==> src/rtl/vga_mem_arbiter.sv <==
// Arbiter sharing the VGA SRAM Wishbone master among display fetch, CPU write and CPU read.
// Display has priority with a starvation guard; CPU ports alternate; hung accesses time out.
module vga_mem_arbiter #(
  parameter int unsigned CPU_MAX_WAIT = 8,
  parameter int unsigned TIMEOUT      = 255
) (
  input  logic        wb_clk_i,
  input  logic        wb_rst_ni,
  input  logic [16:0] d_adr_i,
  input  logic        d_stb_i,
  output logic        d_ack_o,
  output logic [15:0] d_dat_o,
  input  logic [16:0] w_adr_i,
  input  logic [1:0]  w_sel_i,
  input  logic [15:0] w_dat_i,
  input  logic        w_stb_i,
  output logic        w_ack_o,
  input  logic [16:0] r_adr_i,
  input  logic        r_stb_i,
  output logic        r_ack_o,
  output logic [15:0] r_dat_o,
  output logic [16:0] sram_adr_o,
  output logic [1:0]  sram_sel_o,
  output logic [15:0] sram_dat_o,
  output logic        sram_we_o,
  output logic        sram_stb_o,
  input  logic [15:0] sram_dat_i,
  input  logic        sram_ack_i,
  output logic [1:0]  gnt_o,
  output logic        timeout_o
);

  typedef enum logic {IDLE, BUSY} state_e;
  typedef enum logic [1:0] {
    GNT_NONE = 2'd0,
    GNT_DISP = 2'd1,
    GNT_WR   = 2'd2,
    GNT_RD   = 2'd3
  } gnt_e;

  localparam int unsigned     TO_W    = (TIMEOUT > 1) ? $clog2(TIMEOUT) : 1;
  localparam bit              TO_EN   = (TIMEOUT != 0);
  localparam logic [TO_W-1:0] TO_LAST = TO_W'((TIMEOUT == 0) ? 0 : TIMEOUT - 1);
  localparam logic [3:0]      WAIT_MAX = 4'(CPU_MAX_WAIT);

  state_e          state_q, state_d;
  gnt_e            gnt_q, gnt_d;
  logic            last_rd_q, last_rd_d;
  logic [3:0]      wait_q, wait_d;
  logic [TO_W-1:0] to_q, to_d;

  logic        starve;
  logic        gstb;
  logic        to_hit;
  logic        ack;
  logic [15:0] rdata;

  always_ff @(posedge wb_clk_i or negedge wb_rst_ni) begin
    if (!wb_rst_ni) begin
      state_q   <= IDLE;
      gnt_q     <= GNT_NONE;
      last_rd_q <= 1'b1;
      wait_q    <= '0;
      to_q      <= '0;
    end else begin
      state_q   <= state_d;
      gnt_q     <= gnt_d;
      last_rd_q <= last_rd_d;
      wait_q    <= wait_d;
      to_q      <= to_d;
    end
  end

  always_comb begin
    state_d   = state_q;
    gnt_d     = gnt_q;
    last_rd_d = last_rd_q;
    wait_d    = wait_q;
    to_d      = to_q;

    sram_adr_o = '0;
    sram_sel_o = '0;
    sram_dat_o = '0;
    sram_we_o  = 1'b0;
    sram_stb_o = 1'b0;
    d_ack_o    = 1'b0;
    w_ack_o    = 1'b0;
    r_ack_o    = 1'b0;
    d_dat_o    = '0;
    r_dat_o    = '0;
    timeout_o  = 1'b0;

    starve = (wait_q == WAIT_MAX);

    case (gnt_q)
      GNT_DISP: gstb = d_stb_i;
      GNT_WR:   gstb = w_stb_i;
      GNT_RD:   gstb = r_stb_i;
      default:  gstb = 1'b0;
    endcase

    // A same-cycle slave ack takes precedence over a forced completion.
    to_hit = TO_EN && (to_q == TO_LAST) && gstb && !sram_ack_i;
    ack    = gstb && (sram_ack_i || to_hit);
    rdata  = to_hit ? 16'hFFFF : sram_dat_i;

    case (state_q)
      IDLE: begin
        if (d_stb_i || w_stb_i || r_stb_i) begin
          state_d = BUSY;
          to_d    = '0;
          if (d_stb_i && !starve)       gnt_d = GNT_DISP;
          else if (w_stb_i && r_stb_i)  gnt_d = last_rd_q ? GNT_WR : GNT_RD;
          else if (w_stb_i)             gnt_d = GNT_WR;
          else if (r_stb_i)             gnt_d = GNT_RD;
          else                          gnt_d = GNT_DISP;

          if (gnt_d == GNT_DISP) begin
            if ((w_stb_i || r_stb_i) && !starve) wait_d = wait_q + 4'd1;
          end else begin
            wait_d    = '0;
            last_rd_d = (gnt_d == GNT_RD);
          end
        end
      end

      BUSY: begin
        sram_stb_o = gstb;
        timeout_o  = to_hit;
        case (gnt_q)
          GNT_DISP: begin
            sram_adr_o = d_adr_i;
            sram_sel_o = 2'b11;
            d_ack_o    = ack;
            d_dat_o    = rdata;
          end
          GNT_WR: begin
            sram_adr_o = w_adr_i;
            sram_sel_o = w_sel_i;
            sram_dat_o = w_dat_i;
            sram_we_o  = 1'b1;
            w_ack_o    = ack;
          end
          GNT_RD: begin
            sram_adr_o = r_adr_i;
            sram_sel_o = 2'b11;
            r_ack_o    = ack;
            r_dat_o    = rdata;
          end
          default: ;
        endcase

        if (!gstb || sram_ack_i || to_hit) begin
          state_d = IDLE;
          gnt_d   = GNT_NONE;
        end else begin
          to_d = to_q + 1'b1;
        end
      end

      default: begin
        state_d = IDLE;
        gnt_d   = GNT_NONE;
      end
    endcase
  end

  assign gnt_o = gnt_q;

endmodule

==> config.mk <==
export PLATFORM = sky130hd
export DESIGN_NAME = vga_mem_arbiter
export DESIGN_NICKNAME = d
export VERILOG_FILES = /design/src/rtl/vga_mem_arbiter.sv
export SDC_FILE = /design/constraint.sdc
export NUM_CORES = 1
export LEC_CHECK = 0
export ABC_AREA = 1
export CORE_UTILIZATION = 40
export CTS_BUF_LIST = sky130_fd_sc_hd__clkbuf_8
export DETAILED_ROUTE_END_ITERATION = 10
export DONT_BUFFER_PORTS = 1
export HOLD_SLACK_MARGIN = 0.12
export MAX_ROUTING_LAYER = met4
export PLACE_DENSITY_LB_ADDON = 0.08
export SYNTH_ARGS = -nofsm -noshare
export SYNTH_HDL_FRONTEND = slang
export SYNTH_SLANG_ARGS = --single-unit
==> constraint.sdc <==
create_clock -name wb_clk_i -period 1.85 [get_ports wb_clk_i]
set_input_delay 0.2775 -clock wb_clk_i [delete_from_list [all_inputs] [get_ports wb_clk_i]]
set_output_delay 0.2775 -clock wb_clk_i [all_outputs]
set_load 0.005 [all_outputs]
Word-level counts from Yosys, hierarchy flattened
Cells that the tools add are included.
W data, S select, Z words.
{ "word_totals": {"elab_cells": 80, "regBits": 16, "out_inout_bits": 75} }
{ "op_classes": {"n_bitwise": 2, "addsub": 2, "n_reduce_logical": 20, "n_eq_ne": 11, "mux": 40} }
{ "op_table": {"columns": ["cell", "count"], "rows": [
  ["$mux W16", 7],
  ["$pmux W17 S3", 1],
  ["$mux W2", 9],
  ["$mux W17", 1],
  ["$mux W8", 2],
  ["$pmux W8 S2", 1],
  ["$mux W1", 13],
  ["$add A8 B1 Y8 const B", 1],
  ["$eq A8 B8 Y1 const B", 1],
  ["$mux W4", 2],
  ["$pmux W2 S2", 2],
  ["$eq A2 B2 Y1 const B", 3],
  ["$logic_and A1 B1 Y1", 6],
  ["$logic_or A1 B1 Y1", 6],
  ["$reduce_and A3 Y1", 2],
  ["$add A4 B1 Y4 const B", 1],
  ["$eq A2 B1 Y1 const B", 2],
  ["$eq A4 B4 Y1 const B", 1],
  ["$ne A2 B1 Y1 const B", 2],
  ["$ne A2 B2 Y1 const B", 2],
  ["$reduce_and A2 Y1", 2],
  ["$logic_not A1 Y1", 3],
  ["$pmux W1 S3", 1],
  ["$not A1 Y1", 2],
  ["2 further kinds", 2]
]} }

Longest topological paths before layout
{ "depth": {"depth_word": 9, "mapped_depth": 11, "ltp_nobuf": 10} }

Worst setup path after synthesis
No wires, ideal clock.
{ "synth_timing": {"path_type": "reg-to-output", "startpoint": "register to_q[0]", "endpoint": "output d_dat_o[13]", "n_path_buf": 1, "setup_slack_ps": 236, "stages_incl_launch_ff": 12, "arrival_ps": 1337, "cell_sequence": "dfrtp_1 > inv_1 > ha_1 > inv_1 > nor2_1 > nand2_2 > clkinv_2 > nand3_4 > buf_6 > nand2_1 > inv_1 > nor2_1"} }
{ "synth_between": {"elab_chain_len": 6} }
{ "synth_lines": {"columns": ["element", "line", "text"], "rows": [
  ["start, declared", "50", "logic [TO_W-1:0] to_q, to_d;"],
  ["start signal, assigned", "70", "to_q <= to_d;"],
  ["$eq A8 B8 Y1", "103", "to_hit = TO_EN && (to_q == TO_LAST) && gstb && !sram_ack_i;"],
  ["$logic_and A1 B1 Y1 (2 in series)", "103", null],
  ["$mux W16", "105", "rdata = to_hit ? 16'hFFFF : sram_dat_i;"],
  ["$mux W16", "130", "case (gnt_q)"],
  ["$mux W16", "107", "case (state_q)"],
  ["end, declared", "12", "output logic [15:0] d_dat_o,"]
]} }
No other way between the ends.

Worst setup path after layout
{ "layout_timing": {"startpoint": "register to_q[0]", "endpoint": "register to_q[0]"} }
{ "layout_between": {"elab_chain_len": 6, "word_cells_on_any_way": 9} }
{ "layout_lines": {"columns": ["element"], "rows": [
  ["parallel branches: the longest is 6 deep, another holds $add A8 B1 Y8"]
]} }
Parallel ways; which one is timed is not known. The select of a mux whose other input is x is not followed.
A chain may end at the register's enable or synchronous reset.

==> flow_summary.yaml <==
finish:
  area_delta_synth_final_pct: 24.1
  multiInputGateArea_um2: 1400
  layout-drive-gt1-share: 0.267
  fin_area_um2: 2480
  seqCellArea_um2: 404
  n_antenna_cell: 0
  fillers: 486
  nets: 497
worst_setup_path:
  crit_top_cell: "buf_4"
  worstPathMaxFanout: 2
  r2r-end: "to_q[0]"
  r2r_cells: 13
  endpoint_kind: "flip-flop"
  rrSetupSlack_ps: -10
  worstPathCellList: "inv_2 > buf_4 > buf_4 > buf_4 > buf_4 > buf_4 > buf_4 > buf_4 > buf_4 > buf_4 > buf_4 > nand2_2 > nand2_1"
  cpPeakStageDelay_ps: 370
  worst_ep_arrival_time_ps: 2020
  crit_path_end: "to_q[0]"
  r2r_start: "to_q[0]"
  cp.required_ps: 2000
  start_kind: "flip-flop"
  setup.worst_path.start: "to_q[0]"
  slowest_stage: "dfrtp_1"
  worstSetupPathType: "reg -> reg"
placement:
  hpwl_um: 4290
  dp_slack_ps: 51.8
  portBuffers: 0
  placed_cell_area_um2: 2070
  finalWeightedCongestion: 0.809
logic_synthesis:
  ys_ff_latch: 16
  yosysMostFrequentCell: "nand2_1"
  yosysWarnings: 0
  synth_common_cells: "nand2_1 (140), inv_1 (68), nor2_1 (62), nand3_1 (37), dfrtp_1 (15)"
  synth_edf_count: 0
  ys_seq_area_frac: 0.201
  yosysTopAreaCellShare: 0.263
  yosys-top-cells-area: "nand2_1 (26%), dfrtp_1 (19%), inv_1 (13%), nor2_1 (12%), nand3_1 (9.3%)"
  synth.distinct_cells: 27
  yosysTopAreaCell: "nand2_1"
  ys_async_sr_fraction: 1.00
  synth_cells: 383
  syn_nets: 478
  ys.flop_type: "dfrtp_1"
  synthesis.area_um2: 2000
  synth.avg_cell_area_um2: 5.23
floorplan:
  die_w_um: 72.7
  ios: 166
  die-area_um2: 5290
  initial_core_util: 0.421
  coreArea_um2: 4750
  die_y_um: 72.7
  rows: 25
grt:
  gr-usage-all-layers: 0.223
  grt_start_max_net_pins: 21
  antenna_found_initial: 0
  first_global_vias: 1959
  grt_overflow: 0
  grt_pass1_wl_um: 8880
run_status:
  status: "finished with violations"
  violations: "setup timing"
drt:
  first_pass_iters: 4
  vias: 2339
  finalWirelength_um: 6270
  wl_per_cell_um: 13.4
  drtIter0Drc: 88
  drtAntennaViolNets: 0
  drc_errors: 0
  viasPerCell: 5.00
sta:
  period_minus_slack_ps: 1860
  fin_setup_tns_ps: -31.9
  max_slew_margin: 0.517
  finalWorstSetupSlack_ps: -13.3
  hold_viol_final: 0
  rsz0062_at_grt: "true"
  slew_viol_final: 0
  clock_skew_ps: 7.62
  fin_crit_sh: 1.01
  fmax_ghz: 0.537
  worst_slew_pin_slew_ps: 722
  finalSetupViolCount: 3
power:
  leakagePower_nw: 1.40
  finalPower_w: 0.00294
  vdd_drop_max_mv: 0.672
  power.density_nw_per_um2: 1190
cts:
  cts_htree_levels: 1
  clock_latency_ps: 260
  cts_root_buf: "clkbuf_8"
  clock-sinks: 16
  tritoncts: "built"
  clkTransAtPathRegs_ps: 70
  clockBufferDepth: 2
  cts_buffers: 3
worst_hold_path:
  hp-class: "in -> reg"
job:
  cap_violations: 0
[how the worst min path moves through the flow]
stage,startpoint,depth (start not counted),slack (ps),to
2_1_floorplan,wb_rst_ni,0,-20,gnt_o[0]
3_3_place_gp,wb_rst_ni,0,-20,to_q[7]
3_5_place_dp,wb_rst_ni,0,-20,to_q[7]
4_1_cts,d_stb_i,3,300,gnt_o[1]
5_1_grt,d_stb_i,3,340,gnt_o[0]
6_report,d_stb_i,3,300,gnt_o[1]
[per-stage QoR]
stage / hold WS (ps) / instances / utilization
after floorplan: -18.1 / 383 / -
after global placement: -17.5 / 444 / 0.436
after detailed placement: -17.5 / 444 / 0.436
after CTS: 301 / 463 / 0.481
after global routing: 342 / 468 / 0.522
final: 295 / 468 / 0.522
[per-layer routing]
| metal | vias to the layer above | share of wire | global-route usage |
|---|---|---|---|
| met5 | - | 0 | - |
| met4 | 0 | 0.034 | 0.118 |
| met3 | 19 | 0.066 | 0.0345 |
| met2 | 96 | 0.49 | 0.377 |
| met1 | 1061 | 0.41 | 0.255 |
| li1 | 1163 | - | - |
[layout make-up]
| cell class | count | share of cell area |
|---|---|---|
| Clock buffer | 3 | 0.0166 |
| Clock inverter | 1 | 0.00151 |
| Inverter | 77 | 0.118 |
| Multi-Input combinational cell | 276 | 0.562 |
| Sequential cell | 16 | 0.163 |
| Tap cell | 67 | 0.0338 |
| Timing Repair Buffer | 28 | 0.105 |
[flip-flops by register name, summed over array words and instances, names as in the netlist]
name / cells
to_q: 8
wait_q: 4
gnt_o: 2
last_rd_q: 1
state_q: 1
[cell usage in the layout, fill, tap and decap left out, types with 2 or more instances in the layout]
cell type and count:
o21ai_0 5, dfrtp_2 2, clkbuf_8 3, nor2_2 23, inv_2 21, nor2_4 7
nand3_1 37, nand2_1 134, nor3_1 3, buf_6 4, inv_1 56, nor2_1 34
nand3_4 4, nor3b_1 2, buf_8 2, ha_1 3, nand2_2 13, dfrtp_1 13
buf_4 20, a21oi_1 2
[worst max-delay path, delay by kind of cell (launching register included)]
family | cells | cell delay [ps]
simple gates | 2 | 90
flops | 1 | 370
buf+inv | 11 | 1280
[kinds of logic after synthesis]
logic type | count (synthesis) | synth area share
fa+ha+maj | 4 | 0.0250
simple gates | 258 | 0.551
xor+xnor | 1 | 0.00438
flops | 16 | 0.201
buf+inv | 93 | 0.188
compound gates | 11 | 0.0313
[what timing repair did]
item | CTS | global route
hold endpoints to repair | 16 | 0
hold buffers | 1 | 0
gates cloned | 2 | 2
pin swaps | 5 | 6
resized for setup | 16 | 57
setup endpoints to repair | 37 | 54
buffers inserted | 12 | 3
[where the power goes]
part           internal, W  switching (W)
clock             0.000148       0.000127
combinational     0.000801        0.00129
sequential        0.000449       0.000128
total              0.00140        0.00155
Power figures use the tool's default switching activity.
